==> src/rtl/arb_mux.sv <==
// N-channel valid/ready multiplexer with a one-slot registered output stage.
// Grant comes from an explicit select (mode=0) or a round-robin search (mode=1).
module arb_mux #(
  parameter int WIDTH = 32,
  parameter int N     = 4,
  parameter int SELW  = 2
) (
  input  logic               clk,
  input  logic               rst_n,
  input  logic               mode,
  input  logic [SELW-1:0]    sel,
  input  logic [N-1:0]       in_valid,
  input  logic [N*WIDTH-1:0] in_data,
  output logic [N-1:0]       in_ready,
  output logic               out_valid,
  output logic [WIDTH-1:0]   out_data,
  output logic [SELW-1:0]    out_chan,
  input  logic               out_ready
);

  logic [SELW-1:0]  rr_ptr;
  logic             grant_hit;
  logic [SELW-1:0]  grant_idx;
  logic [WIDTH-1:0] grant_data;
  logic             slot_free;
  logic             take;

  // (base + k) mod N for base < N and k < N, without a divider.
  function automatic logic [SELW-1:0] wrap_idx(input logic [SELW-1:0] base, input int k);
    int s;
    s = int'(base) + k;
    if (s >= N) s = s - N;
    return SELW'(s);
  endfunction

  // NOTE: every variable written in always_comb gets a default first, so no
  // path leaves it unassigned and no latch is inferred.
  always_comb begin
    grant_hit = 1'b0;
    grant_idx = '0;
    if (!mode) begin
      if (int'(sel) < N && in_valid[sel]) begin
        grant_hit = 1'b1;
        grant_idx = sel;
      end
    end else begin
      for (int k = 0; k < N; k++) begin
        if (!grant_hit && in_valid[wrap_idx(rr_ptr, k)]) begin
          grant_hit = 1'b1;
          grant_idx = wrap_idx(rr_ptr, k);
        end
      end
    end
  end

  always_comb begin
    grant_data = '0;
    for (int i = 0; i < N; i++) begin
      if (grant_idx == SELW'(i)) grant_data = in_data[i*WIDTH +: WIDTH];
    end
  end

  // Drain and refill can happen in the same cycle; reset blocks any accept.
  assign slot_free = !out_valid || out_ready;
  assign take      = grant_hit && slot_free && rst_n;

  always_comb begin
    in_ready = '0;
    if (take) in_ready[grant_idx] = 1'b1;
  end

  // NOTE: sequential state uses non-blocking assignments so every register
  // samples the pre-edge values, independent of statement order.
  always_ff @(posedge clk) begin
    if (!rst_n) begin
      out_valid <= 1'b0;
      out_data  <= '0;
      out_chan  <= '0;
      rr_ptr    <= '0;
    end else if (take) begin
      out_valid <= 1'b1;
      out_data  <= grant_data;
      out_chan  <= grant_idx;
      if (mode) rr_ptr <= wrap_idx(grant_idx, 1);
    end else if (out_ready) begin
      out_valid <= 1'b0;
    end
  end

endmodule
==> config.mk <==
export PLATFORM = sky130hd
export DESIGN_NAME = arb_mux
export DESIGN_NICKNAME = d
export VERILOG_FILES = /design/src/rtl/arb_mux.sv
export SDC_FILE = /design/constraint.sdc
export NUM_CORES = 1
export LEC_CHECK = 0
export ABC_AREA = 1
export CAP_MARGIN = 20
export CORE_MARGIN = 2
export CORE_UTILIZATION = 38
export CTS_CLUSTER_DIAMETER = 30
export DETAILED_ROUTE_END_ITERATION = 8
export PLACE_DENSITY = 0.82
export SLEW_MARGIN = 20
export SYNTH_ARGS = -nofsm -noshare
export SYNTH_HDL_FRONTEND = slang
export SYNTH_SLANG_ARGS = --single-unit
export TNS_END_PERCENT = 10
==> constraint.sdc <==
create_clock -name clk -period 3.3 [get_ports clk]
set_clock_uncertainty 0.05 [all_clocks]
set_input_delay 0.33 -clock clk [delete_from_list [all_inputs] [get_ports clk]]
set_output_delay 0.33 -clock clk [all_outputs]
set_load 0.005 [all_outputs]
# After elaboration in Yosys (flattened, before gate mapping)
# Cells that the tools add are included.
[op_classes] n_addsub=9 n_lt_le_gt_ge=12 n_reduce_logical=14 n_eq_ne=3 mux=43
[ops] op="two-way mux 32 bit" count=4
[ops] op="two-way mux 2 bit" count=15
[ops] op="< comparator 2 x 3 -> 1 bit, second input constant" count=6
[ops] op="two-way mux 1 bit" count=17
[ops] op=">= comparator 3 bit, second input constant" count=4
[ops] op="binary-select mux 1 bit (select 2 bit)" count=5
[ops] op="subtractor 2 x 1 -> 2 bit, second input constant" count=5
[ops] op="adder 2 x 1 -> 3 bit, second input constant" count=2
[ops] op="adder 2 x 2 -> 3 bit, second input constant" count=2
[ops] op="logical AND 1 bit" count=6
[ops] op="== test 2 bit, second input constant" count=2
[ops] op="zero test 1 bit" count=4
[ops] op="two-way mux 4 bit" count=1
[ops] op=">= comparator 2 x 3 -> 1 bit, second input constant" count=1
[ops] op="demux 1 bit (select 2 bit)" count=1
[ops] op="== test 2 x 1 -> 1 bit, second input constant" count=1
[ops] op=">= comparator 2 x 1 -> 1 bit, second input constant" count=1
[ops] op="zero test 2 bit" count=1
[ops] op="AND reduction 2 bit" count=1
[ops] op="nonzero test 2 bit" count=1
[ops] op="logical OR 1 bit" count=1
[word_totals] out_inout_bits=39 wordCells=85 ff_bits=37

# Longest topological paths before layout
[depth] depth_word=24 ltp_mapped=21 depth_no_buf=19

# Worst setup path after synthesis
# Ideal clock, no wire load.
[synth_path] kind="reg-to-reg" from="register rr_ptr[0]" to="register out_data[17]" path_buffers=3 arrival_time_ns=2.371 setup_ns=0.067 path_slack_ns=0.812 required_ns=3.183 path_stages_with_launch=21 synth_period_minus_slack_ns=2.488 path_cell_list="dfxtp_1 buf_6 nand2_2 nand3_1 nand2_2 nor2_4 nand3_1 nand4_1 nand2_1 nand2_1 inv_1 ha_1 clkbuf_1 inv_1 clkbuf_1 nand3_1 nand2_1 o21ai_0 nand2_1 o21ai_0 o21ai_2"
[synth_via] elab_chain_len=24 word_cells_on_any_way=56 classes_between="7 x add/sub; 4 x order compare; 3 x eq/ne; 33 x mux; 9 x reduce/logical"
[synth_lines] item="start: declaration" line="21" rtl="logic [SELW-1:0] rr_ptr;"
[synth_lines] item="start signal: assignment" line="84" rtl="if (mode) rr_ptr <= wrap_idx(grant_idx, 1);"
[synth_lines] item=">= comparator 2 x 3 -> 1 bit or subtractor 2 x 1 -> 2 bit (tied branches)" line="32" rtl="if (s >= N) s = s - N;"
[synth_lines] item="two-way mux 2 bit" line="32"
[synth_lines] item="two-way mux 2 bit" line="41" rtl="if (!mode) begin"
[synth_lines] item="binary-select mux 1 bit (select 2 bit)" line="48" rtl="if (!grant_hit && in_valid[wrap_idx(rr_ptr, k)]) begin"
[synth_lines] item="two-way mux 1 bit (implied by the code)" line="48"
[synth_lines] item="two-way mux 1 bit" line="48"
[synth_lines] item="two-way mux 1 bit" line="41"
[synth_lines] item="zero test 1 bit" line="48"
[synth_lines] item="[7 not listed]"
[synth_lines] item="zero test 1 bit" line="48"
[synth_lines] item="logical AND 1 bit" line="48"
[synth_lines] item="two-way mux 2 bit *" line="48"
[synth_lines] item="two-way mux 2 bit *" line="41"
[synth_lines] item="net grant_idx[1]" line="23" rtl="logic [SELW-1:0] grant_idx;"
[synth_lines] item="zero test 2 bit" line="59" rtl="if (grant_idx == SELW'(i)) grant_data = in_data[i*WIDTH +: WIDTH];"
[synth_lines] item="two-way mux 32 bit (3 in a row)" line="59"
[synth_lines] item="two-way mux 32 bit *" line="59"
[synth_lines] item="end signal: assignment" line="82" rtl="out_data <= grant_data;"
[synth_lines] item="end: declaration" line="16" rtl="output logic [WIDTH-1:0] out_data,"
# The timed path passes the listed nets; every way through them passes the cells marked *. The select of a mux whose other input is x is not followed.
# A chain may end at the register's enable or synchronous reset.

# Worst setup path in the final report
[layout_path] from="input port in_valid[3]" to="output port in_ready[2]"
[layout_via] elab_chain_len=21 word_cells_on_any_way=39 classes_between="2 x order compare; 28 x mux; 9 x reduce/logical"
[layout_lines] item="start: declaration" line="12" rtl="input logic [N-1:0] in_valid,"
[layout_lines] item="binary-select mux 1 bit (select 2 bit)" line="48"
[layout_lines] item="two-way mux 1 bit (implied by the code)" line="48"
[layout_lines] item="two-way mux 1 bit" line="48"
[layout_lines] item="two-way mux 1 bit" line="41"
[layout_lines] item="zero test 1 bit" line="48"
[layout_lines] item="logical AND 1 bit" line="48"
[layout_lines] item="two-way mux 1 bit" line="48"
[layout_lines] item="two-way mux 1 bit" line="41"
[layout_lines] item="[6 not listed]"
[layout_lines] item="two-way mux 2 bit" line="48"
[layout_lines] item="two-way mux 2 bit *" line="41"
[layout_lines] item="net grant_idx[0]" line="23"
[layout_lines] item="< comparator 2 x 3 -> 1 bit (implied by the code) or >= comparator 2 x 1 -> 1 bit (tied branches)" line="69" rtl="if (take) in_ready[grant_idx] = 1'b1;"
[layout_lines] item="logical AND 1 bit (implied by the code)" line="69"
[layout_lines] item="two-way mux 1 bit (implied by the code)" line="69"
[layout_lines] item="demux 1 bit (select 2 bit) *" line="69"
[layout_lines] item="two-way mux 4 bit *" line="69"
[layout_lines] item="end: declaration" line="14" rtl="output logic [N-1:0] in_ready,"
# Marked as above.

==> flow_metrics.env <==
export IMPL_final_fill_count=677
export IMPL_dp_hpwl_microns=7450
export IMPL_die_w_microns=91.85
export IMPL_antenna_found_initial=0
export IMPL_synth_ff_type="dfxtp_1"
export IMPL_holdBufCountCts=0
export IMPL_worst_r2r_endpoint="out_data[8]"
export IMPL_cts_sinks=37
export IMPL_synth_area_sq_um=2933
export IMPL_yosysUniqueCellTypes=22
export IMPL_fin_util_pct=62.94
export IMPL_timing_critical_path_required_ns=2.92
export IMPL_hold_violations=0
export IMPL_cts_made_buffers=5
export IMPL_yosysTopAreaCellShare_pct=25.26
export IMPL_synthCells=442
export IMPL_worstSetupEndpoint="in_ready[2]"
export IMPL_synth_avg_cell_area_sq_um=6.635
export IMPL_setup_viol=0
export IMPL_nets=743
export IMPL_netlist_top_cells_area="dfxtp_1 (25%), nand2_1 (14%), o21ai_0 (12%), o21ai_2 (9.9%), nand3_1 (8.7%)"
export IMPL_grt_max_degree=38
export IMPL_synth_edf_count=0
export IMPL_pwr_density_cell_nw_per_um2=409.4
export IMPL_timing_final_crit_share_pct=92.16
export IMPL_fin_tns_setup_ns=0
export IMPL_r2r_setup_slack_ns=0.56
export IMPL_num_antenna_cells=0
export IMPL_core_area_sq_um=7607
export IMPL_drc=0
export IMPL_synthSimpleGateAreaFrac_pct=35.62
export IMPL_status="completed"
export IMPL_synth_common_cells="nand2_1 (108), o21ai_0 (69), nand3_1 (51), dfxtp_1 (37)"
export IMPL_synthToLayoutAreaGrowth_pct=63.27
export IMPL_arrival_ns=2.66
export IMPL_vias=3554
export IMPL_timing_critical_path_slowest_stage_cell="clkdlybuf4s50_1"
export IMPL_synth_fa_ha_area_share_pct=1.706
export IMPL_min_path_type="reg -> reg"
export IMPL_ys_ff_latch=37
export IMPL_syn_nets=584
export IMPL_clkTransAtPathRegs_ns=0.08
export IMPL_cts_tree="built"
export IMPL_synth_top_family_by_area="simple AND/OR/NAND/NOR gates"
export IMPL_async_flop_share_pct=0
export IMPL_synth_compound_area_share_pct=27.52
export IMPL_start_util_pct=38.55
export IMPL_crit_path_start="in_valid[3]"
export IMPL_ff2ff_path_depth=19
export IMPL_ys_seq_area_share_pct=25.26
export IMPL_p_leak_nw=2.036
export IMPL_path_class="in -> out"
export IMPL_min_period_ns=3.041
export IMPL_ir_worst_vdd_mv=0.1920
export IMPL_max_cap_violations=0
export IMPL_max_slew_margin_rel_pct=63.33
export IMPL_rsz0062_at_grt="false"
export IMPL_dr_pass1_iters=4
export IMPL_worstSetupEndpointType="output port"
export IMPL_synthXorXnorAreaFrac_pct=0
export IMPL_layout_setup_ws_ns=0.2586
export IMPL_port_buffers=176
export IMPL_placementRows=32
export IMPL_avgRoutedWirePerCell_microns=14.19
export IMPL_critPathMaxStageDelay_ns=0.51
export IMPL_clkLatencyLatePin_ns=0.29
export IMPL_grt_usage_pct=22.84
export IMPL_grt_pass1_vias=3367
export IMPL_worst_slew_pin_slew_ns=0.5500
export IMPL_grt_overflow=0
export IMPL_crit_chain="clkdlybuf4s50_1, inv_1, nand2_2, nand3_1, nand2_2, nor2_1, nor2_1, nand2_1, nand3_1, nand2_1, inv_1, ha_1, inv_1, nor2_1, clkdlybuf4s50_1"
export IMPL_fp_dieArea_sq_um=8436
export IMPL_cts_max_path_buffers=2
export IMPL_pin_count=177
export IMPL_synthMuxAreaShare_pct=0
export IMPL_dieHeight_microns=91.85
export IMPL_place_gp_congestion=0.8388
export IMPL_antenna_left=0
export IMPL_cts_root_buffer="clkbuf_8"
export IMPL_grt_pass1_wl_microns=15590
export IMPL_yosysMostFrequentCell="nand2_1"
export IMPL_start_kind="input port"
export IMPL_totalWireLength_microns=9988
export IMPL_cp_max_fo=4
export IMPL_drv_slew=0
export IMPL_preCtsSetupSlack_ns=0.2374
export IMPL_p_total_mw=1.960
export IMPL_htreeDepth=2
export IMPL_yosysTopAreaCell="dfxtp_1"
export IMPL_max_freq_ghz=0.3288
export IMPL_ys_warn_count=0
export IMPL_r2r_start="rr_ptr[0]"
export IMPL_vias_per_cell=5.048
export IMPL_drive_gt1_share_pct=14.95
export IMPL_drt_iter0_drc=128
## metal layers
layer	vias up	track usage, %	share of wire (%)
li1	1818	-	-
met1	1597	25.57	40
met2	130	42.59	51
met3	9	6.327	8.0
met4	0	5.473	0.89
met5	-	0	0
## kinds of logic (layout without fill, tap and decap cells)
family,Yosys count,count (layout)
buf+inv,57,217
compound gates,136,136
fa+ha+maj,4,4
simple gates,208,208
flops,37,37
## critical path, delay by kind of cell
| family | cells | cell delay (ns) |
|---|---|---|
| fa+ha+maj | 1 | 0.21 |
| buf+inv | 5 | 1.31 |
| simple gates | 9 | 0.81 |
## worst min-delay path by stage
stage | from | endpoint | depth (start not counted) | slack, ns
6_report | out_data[23] | out_data[23] | 2 | 0.42
5_1_grt | out_data[19] | out_data[19] | 2 | 0.44
4_1_cts | out_data[23] | out_data[23] | 2 | 0.43
3_5_place_dp | out_data[1] | out_data[1] | 2 | 0.42
3_3_place_gp | out_data[27] | out_data[27] | 2 | 0.41
2_1_floorplan | out_chan[1] | out_chan[1] | 2 | 0.41
## flip-flops by register name, indices dropped and copies added (netlist names)
name	cells
out_valid	1
rr_ptr	2
out_data	32
out_chan	2
## cell type report
cell class              instances  area (sq um)  area share (%)
clock inverters                 2         10.01          0.2090
flip-flops and latches         37         744.5           15.55
inverters                      20         75.07           1.568
multi-input cells             348          1902           39.72
well taps                     102         127.6           2.665
clock buffers                   6         72.57           1.516
repair buffers                189          1857           38.78
## stage by stage
stage	hold slack [ns]	area [sq um]	cells
3_5_place_dp	0.4173	4700	696
4_1_cts	0.4283	4782	704
6_report	0.4246	4788	704
5_1_grt	0.4442	4788	704
3_3_place_gp	0.4093	4700	696
2_1_floorplan	0.4077	2933	442
## cells in the final DEF, fill, tap and decap left out, drive strengths merged
master | synthesis | final
nand4 | 1 | 1
clkinv | 0 | 2
a21boi | 1 | 1
clkdlybuf4s50 | 0 | 174
inv | 20 | 20
clkbuf | 20 | 6
ha | 4 | 4
nand3 | 76 | 76
dfxtp | 37 | 37
o21ai | 102 | 102
buf | 17 | 14
nand2 | 114 | 114
nor2 | 17 | 17
dlymetal6s2s | 0 | 1
a21oi | 33 | 33
## power breakdown
group / internal, mW / switching [mW] / leakage [nW]
Sequential: 0.531 / 0.0541 / 0.306
Clock: 0.147 / 0.168 / 0.0450
Combinational: 0.525 / 0.535 / 1.69
Total: 1.20 / 0.758 / 2.04
## timing repair
| action | in CTS | in global routing |
|---|---|---|
| hold endpoints to repair | 0 | 0 |
| gates resized for setup | 0 | 3 |
| buffers inserted | 0 | 0 |
| endpoints found under the setup margin | 0 | 12 |
Power figures use the tool's default switching activity.
